## src/rtl/sd_spi_pkg.sv

```systemverilog
// sd_spi_pkg: shared definitions for the SD-card SPI master.
//   cmd_t      2-bit command code carried on the CPU-side bus
//   CMD_*      command codes (XFER, CS_LO, CS_HI, INIT)
//   state_t    controller FSM state encoding
package sd_spi_pkg;

    typedef logic [1:0] cmd_t;

    localparam cmd_t CMD_XFER  = 2'd0;   // exchange one byte
    localparam cmd_t CMD_CS_LO = 2'd1;   // assert card select
    localparam cmd_t CMD_CS_HI = 2'd2;   // deassert card select
    localparam cmd_t CMD_INIT  = 2'd3;   // CS high + 0xFF wake-up clocks

    typedef enum logic [2:0] {
        ST_IDLE,
        ST_LOAD,    // present bit 7 on MOSI before the first rising edge
        ST_SHIFT,   // 16 SCK half-periods per byte
        ST_NEXT,    // INIT byte boundary: count down, start the next byte
        ST_CS       // one-cycle CS_LO / CS_HI
    } state_t;

endpackage

```

## src/rtl/sd_spi_if.sv

```systemverilog
// sd_spi_if: CPU-side command/status bus between the io port block and sd_spi.
//   start  one-cycle command strobe          (master -> slave)
//   cmd    command code, valid with start    (master -> slave)
//   din    byte to transmit, valid with start(master -> slave)
//   fast   speed select, valid with start    (master -> slave)
//   busy   command in progress               (slave -> master)
//   dout   last byte received by an XFER     (slave -> master)
interface sd_spi_if;
    import sd_spi_pkg::*;

    logic       start;
    cmd_t       cmd;
    logic [7:0] din;
    logic       fast;
    logic       busy;
    logic [7:0] dout;

    modport master (output start, cmd, din, fast, input busy, dout);
    modport slave  (input start, cmd, din, fast, output busy, dout);

endinterface

```

## src/rtl/sd_spi_div.sv

```systemverilog
// sd_spi_div: loadable down-counter that times SCK half-periods.
//   clock, reset  system clock, synchronous active-high reset
//   clear         force the count to zero
//   load          load the count with reload (first half-period of a byte)
//   en            count while shifting
//   reload        half-period length minus one
//   tick          one-cycle pulse at the end of each half-period
module sd_spi_div #(
    parameter int W = 8
) (
    input  logic         clock,
    input  logic         reset,
    input  logic         clear,
    input  logic         load,
    input  logic         en,
    input  logic [W-1:0] reload,
    output logic         tick
);

    logic [W-1:0] cnt;

    // A reload of zero ticks every enabled cycle, giving SCK = clock / 2.
    assign tick = en && (cnt == '0);

    // NOTE: sequential state uses non-blocking assignments so every flop
    // samples the pre-edge values regardless of process ordering.
    always_ff @(posedge clock) begin
        if (reset || clear) begin
            cnt <= '0;
        end else if (load) begin
            cnt <= reload;
        end else if (en) begin
            cnt <= (cnt == '0) ? reload : cnt - W'(1);
        end
    end

endmodule

```

## src/rtl/sd_spi.sv

```systemverilog
// sd_spi: SPI mode-0 master for the SD card slot.
//   clock, reset  system clock, synchronous active-high reset
//   bus           CPU-side command bus (start/cmd/din/fast in, busy/dout out)
//   spi_sck       SD_CLK, idles low
//   spi_mosi      SD_CMD, idles high, MSB first, changes on SCK falling edge
//   spi_cs_n      SD_DATA[3], card select (active low)
//   spi_miso      SD_DATA[0], sampled on SCK rising edge
module sd_spi
    import sd_spi_pkg::*;
#(
    parameter int SLOW_DIV   = 31,
    parameter int FAST_DIV   = 1,
    parameter int INIT_BYTES = 10
) (
    input  logic    clock,
    input  logic    reset,
    sd_spi_if.slave bus,
    output logic    spi_sck,
    output logic    spi_mosi,
    output logic    spi_cs_n,
    input  logic    spi_miso
);

    localparam int DIV_W = 8;

    state_t           state_q, state_d;
    cmd_t             cmd_q;
    logic [DIV_W-1:0] div_val;     // H-1, fixed for the whole command
    logic [3:0]       bit_cnt;     // SCK edge index within a byte, 0..15
    logic [7:0]       byte_cnt;    // INIT bytes still to send after this one
    logic [7:0]       tx;
    logic [7:0]       rx;
    logic [7:0]       dout_q;
    logic             div_clear, div_load, div_en, tick;

    // Commands are only accepted in IDLE; a strobe while busy is dropped.
    logic accept;
    assign accept   = (state_q == ST_IDLE) && bus.start;
    assign bus.busy = (state_q != ST_IDLE);
    assign bus.dout = dout_q;

    logic last_edge;
    assign last_edge = tick && (bit_cnt == 4'd15);

    sd_spi_div #(.W(DIV_W)) u_div (
        .clock  (clock),
        .reset  (reset),
        .clear  (div_clear),
        .load   (div_load),
        .en     (div_en),
        .reload (div_val),
        .tick   (tick)
    );

    always_ff @(posedge clock) begin
        if (reset) begin
            state_q <= ST_IDLE;
        end else begin
            state_q <= state_d;
        end
    end

    // NOTE: every output of this block is given a default first so no path
    // leaves a signal unassigned, which would otherwise infer a latch.
    always_comb begin
        state_d   = state_q;
        div_clear = 1'b0;
        div_load  = 1'b0;
        div_en    = 1'b0;
        case (state_q)
            ST_IDLE: begin
                div_clear = 1'b1;
                if (bus.start) begin
                    state_d = (bus.cmd == CMD_XFER || bus.cmd == CMD_INIT) ? ST_LOAD : ST_CS;
                end
            end
            ST_LOAD: begin
                div_load = 1'b1;
                state_d  = ST_SHIFT;
            end
            ST_SHIFT: begin
                div_en = 1'b1;
                if (last_edge) begin
                    state_d = (cmd_q == CMD_INIT) ? ST_NEXT : ST_IDLE;
                end
            end
            // The byte boundary doubles as the load cycle for the next INIT
            // byte, so a run of INIT_BYTES costs only one extra cycle per byte
            // over a single XFER plus a final cycle to close.
            ST_NEXT: begin
                if (byte_cnt != 8'd0) begin
                    div_load = 1'b1;
                    state_d  = ST_SHIFT;
                end else begin
                    state_d  = ST_IDLE;
                end
            end
            ST_CS:   state_d = ST_IDLE;
            default: state_d = ST_IDLE;
        endcase
    end

    always_ff @(posedge clock) begin
        if (reset) begin
            cmd_q    <= CMD_XFER;
            div_val  <= '0;
            bit_cnt  <= '0;
            byte_cnt <= '0;
            tx       <= 8'hFF;
            rx       <= 8'h00;
            dout_q   <= 8'hFF;
            spi_sck  <= 1'b0;
            spi_mosi <= 1'b1;
            spi_cs_n <= 1'b1;
        end else begin
            case (state_q)
                ST_IDLE: begin
                    if (accept) begin
                        cmd_q   <= bus.cmd;
                        div_val <= bus.fast ? DIV_W'(FAST_DIV - 1) : DIV_W'(SLOW_DIV - 1);
                        bit_cnt <= '0;
                        case (bus.cmd)
                            CMD_XFER:  tx <= bus.din;
                            CMD_CS_LO: spi_cs_n <= 1'b0;
                            CMD_CS_HI: spi_cs_n <= 1'b1;
                            CMD_INIT: begin
                                tx       <= 8'hFF;
                                spi_cs_n <= 1'b1;
                                byte_cnt <= 8'(INIT_BYTES - 1);
                            end
                            default: ;
                        endcase
                    end
                end
                ST_LOAD: spi_mosi <= tx[7];
                ST_SHIFT: begin
                    if (tick) begin
                        bit_cnt <= bit_cnt + 4'd1;
                        if (!bit_cnt[0]) begin
                            spi_sck <= 1'b1;
                            rx      <= {rx[6:0], spi_miso};
                        end else begin
                            spi_sck <= 1'b0;
                            // Ones shift in behind the data so MOSI is back
                            // at its idle level after the eighth falling edge.
                            tx       <= {tx[6:0], 1'b1};
                            spi_mosi <= (bit_cnt == 4'd15) ? 1'b1 : tx[6];
                            if (bit_cnt == 4'd15 && cmd_q == CMD_XFER) begin
                                dout_q <= rx;
                            end
                        end
                    end
                end
                ST_NEXT: begin
                    if (byte_cnt != 8'd0) begin
                        byte_cnt <= byte_cnt - 8'd1;
                        spi_mosi <= tx[7];
                    end
                end
                default: ;
            endcase
        end
    end

endmodule
```

## src/flat_wrapper.sv

```systemverilog
// flat-port wrapper written by rule: the top's interface ports become plain ports
module sd_spi_flat import sd_spi_pkg::*;
#(
    parameter int SLOW_DIV   = 31,
    parameter int FAST_DIV   = 1,
    parameter int INIT_BYTES = 10
)
  (clock, reset, spi_sck, spi_mosi, spi_cs_n, spi_miso, bus_start, bus_cmd, bus_din, bus_fast, bus_busy, bus_dout);
  sd_spi_if bus_i ();
  input  logic clock;
  input  logic reset;
  output logic spi_sck;
  output logic spi_mosi;
  output logic spi_cs_n;
  input  logic spi_miso;
  input wire logic [$bits(bus_i.start)-1:0] bus_start;
  input wire logic [$bits(bus_i.cmd)-1:0] bus_cmd;
  input wire logic [$bits(bus_i.din)-1:0] bus_din;
  input wire logic [$bits(bus_i.fast)-1:0] bus_fast;
  output wire logic [$bits(bus_i.busy)-1:0] bus_busy;
  output wire logic [$bits(bus_i.dout)-1:0] bus_dout;
  assign bus_i.start = bus_start;
  assign bus_i.cmd = bus_cmd;
  assign bus_i.din = bus_din;
  assign bus_i.fast = bus_fast;
  assign bus_busy = bus_i.busy;
  assign bus_dout = bus_i.dout;
  sd_spi #(.SLOW_DIV(SLOW_DIV), .FAST_DIV(FAST_DIV), .INIT_BYTES(INIT_BYTES)) u_core (.clock(clock), .reset(reset), .bus(bus_i), .spi_sck(spi_sck), .spi_mosi(spi_mosi), .spi_cs_n(spi_cs_n), .spi_miso(spi_miso));
endmodule
```

## config.mk

```make
export PLATFORM = sky130hd
export DESIGN_NAME = sd_spi_flat
export DESIGN_NICKNAME = d
export VERILOG_FILES = /design/src/rtl/sd_spi_pkg.sv /design/src/rtl/sd_spi_if.sv /design/src/rtl/sd_spi_div.sv /design/src/rtl/sd_spi.sv /design/src/flat_wrapper.sv
export SDC_FILE = /design/constraint.sdc
export NUM_CORES = 1
export LEC_CHECK = 0
export CORE_MARGIN = 1.5
export CORE_UTILIZATION = 45
export DETAILED_ROUTE_END_ITERATION = 10
export DONT_BUFFER_PORTS = 1
export SLEW_MARGIN = 30
export SYNTH_ARGS = -nofsm -noshare
export SYNTH_HDL_FRONTEND = slang
export SYNTH_HIERARCHICAL = 1
export SYNTH_SLANG_ARGS = --single-unit
export TNS_END_PERCENT = 100
```

## constraint.sdc

```tcl
create_clock -name clock -period 4.03 [get_ports clock]
set_input_delay 0.806 -clock clock [delete_from_list [all_inputs] [get_ports clock]]
set_output_delay 0.806 -clock clock [all_outputs]
set_load 0.05 [all_outputs]
```

==> impl_results.md <==
- Row count: 28
- Io pins: 27
- Hold_buf cts: 0
- Worst min path class: register to register
- Die Ht: 80.9 um
- Top-count cell post-synth: nor2_1
- Number of setup violations in the final report: 0
- Synth Cell Area: 0.00273 mm2
- Drt initial violations: 177
- Unique masters post-synth: 58
- Synth Register Bits: 53
- Post-CTS Setup Bufs: 0
- Residual DRC: 0
- F_max: 342 MHz
- Clock sink count: 53
- Nets: 349
- Mean Syn Cell Area: 8.40 um2
- Core ar.: 0.00589 mm2
- CP Data Required Time: 4230 ps
- CP endpoint kind: register
- Via count: 2183
- First-pass GRT wire length: 9.31 mm
- Fin Setup TNS: 0 ps
- Minimum clock period: 2920 ps
- Vias in the first global route: 1905
- Total GRT Usage: 18.2%
- Synth area leader: dfxtp_1
- Clock-pin slew on the worst setup and hold paths: 90 ps
- Post-synth top flop: dfxtp_1
- H-tree levels: 2
- Ys Warns: 6
- Worst EP arrival: 3120 ps
- Min-Delay Endpoint: u_core/cmd_q[1]
- HPWL after DPL: 3.75 mm
- Antenna-violating nets left: 0
- Startpoint types: register
- Pre-Repair DR Iteration Count: 4
- Initial antenna violation count: 0
- Post-synthesis sequential area ratio: 38.8%
- Count of input and output buffers: 0
- Async SR Flop Fraction: 0%
- Max cap viols: 0
- Dominant cells by area after synthesis: dfxtp_1, nor2_1, mux2i_1
- Gr ovfl total: 0
- Share of cells above drive strength 1: 7.03%
- Antenna Cells: 0
- P_leak: 1.06 nW
- Power density over the cells: 335 mW/mm2
- Final weighted congestion in routability-driven placement: 0.814
- Die width: 80.9 um
- Cells on worst reg2reg path: 7
- Tcrit/Tclk final: 72.5%
- Top-area cell type share of the netlist area: 38.8%
- CTS tree: done
- Critical path class: register to register
- Fillers: 589
- Post-synth EDFFs: 0
- Final Hold Viols: 0
- Layout area overhead: 6.09%
- Drt total wl: 5.60 mm
- Post-route cell area: 0.00290 mm2
- Root Buffer Master: clkbuf_8
- Max Slew Vio Count: 0
- Clock latency on the worst-skew pair: 310 ps
- CP max FO: 28
- Worst Hold Launch: u_core/cmd_q[1]
- FF-to-FF Start: u_core/state_q[1]
- Top cells by count, synth: nor2_1, dfxtp_1, inv_1
- RSZ-0062 raised after global routing: no
- Vias/cell: 5.43
- Worst ir drop on vdd: 185 uV
- Overall power: 971 uW
- Least-Margin Pin Slew: 695 ps
- Num CTS Buffers: 5
- Worst hold margin: 471 ps
- Largest net degree at the start of global routing: 53
- WL per Instance: 13.9 um
- Hold path depth: 2
- Status: completed
- Reg-to-reg slack, setup: 1110 ps
- RR Endpoint: u_core/bus.dout[6]
- Setup Skew: 6.45 ps
- Clock buffer depth: 2
- Initial Util: 46.4%
- Post-Syn Instances: 325
- DP Area: 0.00281 mm2
- Die Area: 0.00655 mm2
- Slew HR: 53.5%
- Post-cts gate resize count: 0
-- critical path, stage by stage, from the launching register on --
cell,delay (ps)
dfxtp_1,520
nor3b_2,220
buf_4,290
inv_1,130
nor4_4,390
and2_1,230
nand4_1,570
a211o_1,470
-- cells in the final DEF, fill, tap and decap left out, drive strengths merged, types with 4 or more instances in the layout --
cell type	count
nand2b	4
mux2i	19
a21oi	19
o21ai	9
nor4	6
inv	22
nor3	9
xnor2	4
ha	8
or4	4
dfxtp	53
a211o	8
a211oi	11
clkbuf	6
nor3b	6
conb	8
nor2	59
nand2	19
-- per-layer routing --
| layer | global-route usage (%) | wire length [um] |
|---|---|---|
| met1 | 25.9 | 2830 |
| met2 | 26.7 | 2400 |
| met3 | 5.62 | 341 |
| met4 | 4.66 | 27 |
| met5 | 0 | 0 |
-- stage by stage --
stage	utilization (%)	std cells	setup WS, ps
CTS	49.2	402	1100
detailed placement	47.7	394	1130
finish	49.2	402	1110
global placement	47.7	394	1230
floorplan	-	332	1280
global route	49.2	402	865
-- final cells by class --
| cell class | count | area [um2] | share of cell area (%) |
|---|---|---|---|
| clock buffers | 6 | 72.6 | 2.50 |
| inverters | 22 | 82.6 | 2.85 |
| multi-input cells | 241 | 1550 | 53.5 |
| repair buffers | 3 | 22.5 | 0.777 |
| clock inverters | 2 | 15.0 | 0.518 |
| well taps | 75 | 93.8 | 3.24 |
| flip-flops and latches | 53 | 1060 | 36.6 |
-- registers in the layout (all words and copies together) (netlist names) --
name,flops
u_core/cmd_q,2
u_core/spi_sck,1
u_core/spi_mosi,1
u_core/bus.dout,8
u_core/u_div/cnt,8
u_core/byte_cnt,8
u_core/spi_cs_n,1
u_core/bit_cnt,4
u_core/state_q,3
u_core/tx,8
u_core/div_val,1
u_core/rx,8
-- cells by family (layout without fill, tap and decap cells) --
| kind of cell | count (synthesis) | count (layout) | share of synthesized area [%] |
|---|---|---|---|
| AOI/OAI and AO/OA | 69 | 69 | 17.6 |
| xor gates and xnor gates | 5 | 5 | 1.60 |
| adders and majority gates | 8 | 8 | 3.66 |
| buffers and inverters | 38 | 33 | 5.77 |
| DFF | 53 | 53 | 38.8 |
| muxes | 20 | 20 | 7.38 |
| other | 1 | 8 | 0.137 |
| and+or+nand+nor | 131 | 131 | 25.0 |
-- worst max path at each step --
| stage | from | endpoint | slack (ps) | depth (start not counted) |
|---|---|---|---|---|
| final | u_core/state_q[1] | u_core/bus.dout[6] | 1110 | 7 |
| after global routing | u_core/state_q[1] | u_core/bus.dout[6] | 870 | 7 |
| after CTS | u_core/state_q[1] | u_core/bus.dout[1] | 1100 | 7 |
| after detailed placement | u_core/state_q[1] | u_core/bus.dout[1] | 1130 | 7 |
| after global placement | u_core/state_q[1] | u_core/bus.dout[7] | 1230 | 7 |
| after floorplan | u_core/state_q[1] | u_core/bus.dout[0] | 1280 | 10 |
-- power breakdown --
group / internal, mW / switching (mW)
registers: 0.536 / 0.0165
clock network: 0.123 / 0.182
logic: 0.0443 / 0.0694
No activity file was read; power rests on OpenSTA's default activity.
